$ cat config.mk
export PLATFORM = sky130hd
export DESIGN_NAME = go_done_initiator
export DESIGN_NICKNAME = d
export VERILOG_FILES = /design/src/rtl/go_done_initiator.sv
export SDC_FILE = /design/constraint.sdc
export NUM_CORES = 1
export LEC_CHECK = 0
export ABC_CLOCK_PERIOD_IN_PS = 2200
export CAP_MARGIN = 0
export CELL_PAD_IN_SITES_DETAIL_PLACEMENT = 1
export CELL_PAD_IN_SITES_GLOBAL_PLACEMENT = 1
export CORE_MARGIN = 2
export CORE_UTILIZATION = 32
export CTS_CLUSTER_DIAMETER = 200
export DETAILED_ROUTE_END_ITERATION = 6
export PLACE_DENSITY_LB_ADDON = 0.1
export REMOVE_ABC_BUFFERS = 1
export SETUP_SLACK_MARGIN = 0.1
export SKIP_LAST_GASP = 1
export SYNTH_ARGS = -nofsm -noshare
export SYNTH_HDL_FRONTEND = slang
export SYNTH_SLANG_ARGS = --single-unit
$ cat constraint.sdc
create_clock -name clk -period 2.2 [get_ports clk]
set_input_delay 0.22 -clock clk [delete_from_list [all_inputs] [get_ports clk]]
set_output_delay 0.22 -clock clk [all_outputs]
set_load 0.01 [all_outputs]
$ cat src/rtl/go_done_initiator.sv
// Initiator for the go/done start handshake: takes jobs from a valid/ready stream,
// pulses go to a single-job worker, waits for done with a timeout and returns the result.
module go_done_initiator #(
  parameter int IN_WIDTH       = 32,
  parameter int OUT_WIDTH      = 6,
  parameter int TIMEOUT_CYCLES = 160,
  parameter int CNT_WIDTH      = 16
) (
  input  logic                 clk,
  input  logic                 rst,
  input  logic                 in_valid,
  input  logic [IN_WIDTH-1:0]  in_data,
  output logic                 in_ready,
  output logic                 go,
  output logic [IN_WIDTH-1:0]  worker_in,
  input  logic                 done,
  input  logic [OUT_WIDTH-1:0] worker_out,
  output logic                 res_valid,
  output logic [OUT_WIDTH-1:0] res_data,
  output logic                 res_timeout,
  input  logic                 res_ready,
  output logic [CNT_WIDTH-1:0] jobs_ok,
  output logic [CNT_WIDTH-1:0] jobs_timeout,
  output logic                 protocol_err
);

  localparam int TW = (TIMEOUT_CYCLES > 2) ? $clog2(TIMEOUT_CYCLES) : 1;
  localparam logic [TW-1:0] T_LAST = TW'(TIMEOUT_CYCLES - 1);

  typedef enum logic [1:0] {S_IDLE, S_GO, S_WAIT, S_RESULT} state_t;

  state_t               state_q, state_d;
  logic [TW-1:0]        timer_q, timer_d;
  logic [IN_WIDTH-1:0]  worker_in_q, worker_in_d;
  logic                 res_valid_q, res_valid_d;
  logic [OUT_WIDTH-1:0] res_data_q, res_data_d;
  logic                 res_timeout_q, res_timeout_d;
  logic [CNT_WIDTH-1:0] jobs_ok_q, jobs_ok_d;
  logic [CNT_WIDTH-1:0] jobs_to_q, jobs_to_d;
  logic                 perr_q, perr_d;

  function automatic logic [CNT_WIDTH-1:0] sat_inc(input logic [CNT_WIDTH-1:0] v);
    return (v == '1) ? v : v + CNT_WIDTH'(1);
  endfunction

  always_ff @(posedge clk or posedge rst) begin
    if (rst) begin
      state_q       <= S_IDLE;
      timer_q       <= '0;
      worker_in_q   <= '0;
      res_valid_q   <= 1'b0;
      res_data_q    <= '0;
      res_timeout_q <= 1'b0;
      jobs_ok_q     <= '0;
      jobs_to_q     <= '0;
      perr_q        <= 1'b0;
    end else begin
      state_q       <= state_d;
      timer_q       <= timer_d;
      worker_in_q   <= worker_in_d;
      res_valid_q   <= res_valid_d;
      res_data_q    <= res_data_d;
      res_timeout_q <= res_timeout_d;
      jobs_ok_q     <= jobs_ok_d;
      jobs_to_q     <= jobs_to_d;
      perr_q        <= perr_d;
    end
  end

  always_comb begin
    state_d       = state_q;
    timer_d       = timer_q;
    worker_in_d   = worker_in_q;
    res_valid_d   = res_valid_q;
    res_data_d    = res_data_q;
    res_timeout_d = res_timeout_q;
    jobs_ok_d     = jobs_ok_q;
    jobs_to_d     = jobs_to_q;
    perr_d        = perr_q;
    case (state_q)
      S_IDLE: begin
        if (in_valid) begin
          worker_in_d = in_data;
          state_d     = S_GO;
        end
      end
      S_GO: begin
        // done seen at this edge predates the go pulse, so it is not looked at
        timer_d = '0;
        state_d = S_WAIT;
      end
      S_WAIT: begin
        if (timer_q == '0 && done) begin
          perr_d  = 1'b1;
          timer_d = timer_q + TW'(1);
        end else if (done) begin
          res_data_d    = worker_out;
          res_timeout_d = 1'b0;
          res_valid_d   = 1'b1;
          jobs_ok_d     = sat_inc(jobs_ok_q);
          state_d       = S_RESULT;
        end else if (timer_q == T_LAST) begin
          res_data_d    = '0;
          res_timeout_d = 1'b1;
          res_valid_d   = 1'b1;
          jobs_to_d     = sat_inc(jobs_to_q);
          state_d       = S_RESULT;
        end else begin
          timer_d = timer_q + TW'(1);
        end
      end
      S_RESULT: begin
        if (res_ready) begin
          res_valid_d = 1'b0;
          state_d     = S_IDLE;
        end
      end
      default: state_d = S_IDLE;
    endcase
  end

  assign in_ready     = (state_q == S_IDLE) && !rst;
  assign go           = (state_q == S_GO);
  assign worker_in    = worker_in_q;
  assign res_valid    = res_valid_q;
  assign res_data     = res_data_q;
  assign res_timeout  = res_timeout_q;
  assign jobs_ok      = jobs_ok_q;
  assign jobs_timeout = jobs_to_q;
  assign protocol_err = perr_q;

endmodule
### Yosys cells after proc, flatten, opt, wreduce, memory -nomap -nowiden

Cells that the tools add are included.
Widths: inputs -> output; s select.

* add/subtract/negate cells: 3
* equal/unequal tests: 12
* muxes and demuxes: 18
* bitwise operators: 4
* reductions and logical operators: 16

Operator list (count)
* $add 16x1->16 const B: 2
* $eq 16x16->1 const B: 2
* $mux 8: 3
* $pmux 8 s2: 1
* $mux 6: 2
* $reduce_and 4->1: 3
* $mux 2: 5
* $ne 3x3->1 const B: 3
* $add 8x1->8 const B: 1
* $eq 8x8->1 const B: 1
* $logic_not 8->1: 1
* $pmux 2 s4: 1
* $ne 2x2->1 const B: 3
* $reduce_and 3->1: 2
* $reduce_bool 2->1: 3
* $mux 1: 5
* $reduce_and 5->1: 1
* $eq 2x2->1 const B: 2
* $not 1->1: 4
* $reduce_and 2->1: 2
* $eq 2x1->1 const B: 1
* $logic_and 1x1->1: 2
* $logic_not 2->1: 1
* $pmux 1 s2: 1
* $logic_not 1->1: 1

* register bits: 83
* input port bits: 43
* output and inout port bits: 75
* word-level logic and storage cells: 62

### Logic depth before layout (Yosys ltp)

* depth in word-level cells: 5
* gate-level depth with buffers: 9
* gate-level depth less buffers: 7

### Least setup slack after synthesis

Ideal clock, no wire load.

* path kind: reg2reg
* from: reg timer_q[0]
* to: reg timer_q[5]
* library setup time: 0.069 ns
* arrival: 1.870 ns
* required time: 2.131 ns
* slack: 0.261 ns
* cell stages (with the launch flop): 8
* path buffers: 1
* period minus slack after synthesis: 1.939 ns
* cells stage by stage: dfrtp_1 ha_1 and4_1 and2_1 or2_1 clkbuf_2 or4_1 nand3_1

* word-level cells in the longest chain between the ends: 5
* elaborated cells between the ends (all ways): 11
* those cells by class: add/sub: 1; eq/ne: 3; mux: 4; reduce/logical: 3

RTL lines
* start, declared: RTL line 33 `logic [TW-1:0] timer_q, timer_d;`
* start signal, assigned: RTL line 59 `timer_q <= timer_d;`
* $add 8x1->8: RTL line 95, 109
* $mux 8: RTL line 102 `end else if (timer_q == T_LAST) begin`
* $mux 8: RTL line 96 `end else if (done) begin`
* $mux 8: RTL line 93 `if (timer_q == '0 && done) begin`
* $pmux 8 s2: RTL line 80 `case (state_q)`

Parallel ways exist; a longest one is shown, timed or not. The select of a mux whose other input is x is not followed.
A chain may end at the register's enable or synchronous reset.

### Final worst setup path

* from: reg timer_q[1]
* to: reg timer_q[5]

Same word-level chain as after synthesis.

==> results.md <==
* Via count of the first global-routing pass at 2961
* DRT Pass-1 Iters at 4
* Final clock skew at 0.00740 ns
* DRC at 0
* Fraction of layout instances using a drive strength above 1 at 16.4%
* Result of the run: finished clean
* Yosys cell types at 44
* Part of the cycle the worst path needs at 92.7%
* Worst setup path category: flop to flop
* Cell types with the highest counts after synthesis: 83 x sky130_fd_sc_hd__dfrtp_1, 38 x sky130_fd_sc_hd__mux2_2, 27 x sky130_fd_sc_hd__nand2_1
* Cells on worst reg2reg path at 6
* Critical Path Source Type: flop
* Initial Util at 32.7%
* Setup repair after global routing missed its margin: true
* Sequential-to-total area share from yosys stat at 55.9%
* Floorplan row count at 39
* Count of endpoints failing setup in the final report at 0
* PD cells at 1080 nW/µm²
* Chip Width at 112 µm
* Number of enable-type register cells in the synthesized netlist at 0
* Number of endpoints with negative hold slack in the final report at 0
* Antenna violations before repair at 0
* Main flop type after synthesis: sky130_fd_sc_hd__dfrtp_1
* Met1 track demand over resource at 20.7%
* Final Hold Slack at 0.340 ns
* Die Outline Area at 12500 µm²
* Post-DRT Antenna Nets at 0
* GR Layer Usage met3 at 4.41%
* Synth top area cells: sky130_fd_sc_hd__dfrtp_1 56%, sky130_fd_sc_hd__mux2_2 12%, sky130_fd_sc_hd__xnor2_1 3.3%
* Post-DP HPWL at 6700 µm
* Layout net count at 494
* Wire length of the first global-routing pass at 15300 µm
* Req. time, crit path at 2.46 ns
* Pins Over Slew Limit at 0
* Crit path arrival time at 2.30 ns
* Largest net degree at the start of global routing at 52
* Maximum vdd ir drop at 0.000535 V
* DR iter-0 viols at 102
* Y dimension of the die at 112 µm
* Cell count after synthesis at 313
* H-tree depth reported by CTS at 3
* Number of buffers created by CTS at 9
* Final routed wire length divided by cell count at 15.6 µm
* Synth area leader: sky130_fd_sc_hd__dfrtp_1
* Antenna cells at 0
* Area Overhead vs Synth at 45.6%
* Total chip power at 0.00586 W
* Global placer's final weighted congestion at 0.782
* Cell area after synthesis at 3720 µm²
* GRT Max-Usage Layer: met2
* Routing usage on met2 at 22.6%
* Syn. warnings at 0
* Async SR Flop Fraction at 100%
* Minimum setup slack among reg-to-reg paths at 0.16 ns
* Final global-route overflow total at 0
* Mean instance size in the synthesized netlist at 11.9 µm²
* Post-CTS repair timing setup buffer count at 0
* Worst-Skew Late Latency at 0.33 ns
* Clk sink count at 83
* Path type of the worst min-delay path: input port to async pin
* Period minus WS final at 2.04 ns
* Post-placement worst setup slack at 0.103 ns
* Number of vias in the routed layout at 2855
* Count of input and output buffers at 117
* Root buffer cell: sky130_fd_sc_hd__clkbuf_16
* Pleak at 2.38 nW
* Overall global routing resource usage at 15.1%
* Critical register-to-register path startpoint: timer_q[1]
* Vias/cell at 4.85
* R2R Path End: timer_q[5]
* Clock tree from TritonCTS: built
* Transition time at the pin with the least slew margin at 0.672 ns
* Placeable core region at 11400 µm²
* Clk buf depth at 2
* Max transition margin at 55.2%
* Largest fanout on the critical path at 6
* Maximum clock frequency at 491 MHz
* Clock slew at reported path FFs at 0.06 ns
* Share of the synthesized area in the top cell type at 55.9%
* Total wire length after detailed routing at 9180 µm
* Maximum capacitance violations at 0
* #FFs+latches synth at 83
* Most common cell in the synthesized netlist: sky130_fd_sc_hd__dfrtp_1
* Crit end category: flop
* Count of boundary I/O pins at 118
* Min setup slack post-route at 0.161 ns
## layer usage
layer / up-vias / part of all wire (%)
met5: - / 0
met4: 0 / 1.4
met3: 8 / 6.9
met2: 93 / 43
met1: 1402 / 48
li1: 1352 / -
## flip-flops by register name, indices dropped and copies added (netlist names)
| signal | count |
|---|---|
| worker_in | 32 |
| jobs_ok | 16 |
| jobs_timeout | 16 |
| timer_q | 8 |
| res_data | 6 |
| state_q | 2 |
| protocol_err | 1 |
| res_timeout | 1 |
| res_valid | 1 |
## metrics by stage
stage / util [%] / instance area [µm²] / std cells / setup TNS [ns]
5_1_grt: 47.6 / 5410 / 589 / 0
2_1_floorplan: - / 3680 / 305 / -13.05
4_1_cts: 47.4 / 5380 / 589 / 0
6_report: 47.6 / 5410 / 589 / 0
3_5_place_dp: 44.9 / 5100 / 574 / 0
3_3_place_gp: 44.9 / 5100 / 574 / 0
## power breakdown
part,switching (W),internal [W]
clock,0.000585,0.000864
combinational,0.000926,0.00130
sequential,0.000234,0.00195
total,0.00175,0.00411
## layout by cell type, fill, tap and decap left out, drive strengths merged, types with 9 or more instances in the layout
| master | n |
|---|---|
| xor2 | 13 |
| ha | 9 |
| nand3 | 17 |
| mux2 | 38 |
| buf | 9 |
| clkdlybuf4s50 | 117 |
| xnor2 | 14 |
| nor2 | 16 |
| nand2 | 27 |
| inv | 15 |
| clkbuf | 9 |
| dfrtp | 83 |
## final cells by class
type	count	area [µm²]
Clock inverter	6	57.6
Clock buffer	9	225
Fill cell	1245	5960
Timing Repair Buffer	126	1240
Sequential cell	83	2080
Inverter	16	61.3
Multi-Input combinational cell	206	1570
Tap cell	143	179
## how the worst max path moves through the flow
stage / startpoint / to / slack (ns)
after floorplan: rst / jobs_ok[0] / -0.16
after global placement: done / jobs_timeout[11] / 0.13
after detailed placement: done / state_q[1] / 0.10
after CTS: timer_q[1] / timer_q[5] / 0.13
after global routing: state_q[0] / jobs_ok[7] / 0.09
final: timer_q[1] / timer_q[5] / 0.16
## critical path, cell delays in order, from the launching register on
cell and delay [ns]:
sky130_fd_sc_hd__dfrtp_1 0.41, sky130_fd_sc_hd__ha_1 0.24, sky130_fd_sc_hd__and4_1 0.26, sky130_fd_sc_hd__and2_1 0.19, sky130_fd_sc_hd__or2_4 0.26, sky130_fd_sc_hd__or4_1 0.51
sky130_fd_sc_hd__nand3_1 0.10
## cell families (layout without fill, tap and decap cells)
group           count (synthesis)  count (layout)  synth area share [%]
flops                          83              83                  55.9
buf+inv                        24             157                  2.53
xor+xnor                       27              27                  6.36
mux                            39              39                  11.8
simple gates                  102             102                  14.6
compound gates                 29              29                  5.82
fa+ha+maj                       9               9                  3.03
## timing repair
item                       in CTS  in global routing
hold buffers                    0                  0
setup endpoints to repair       0                 12
resized for setup               0                  6
No activity file was read; power rests on OpenSTA's default activity.
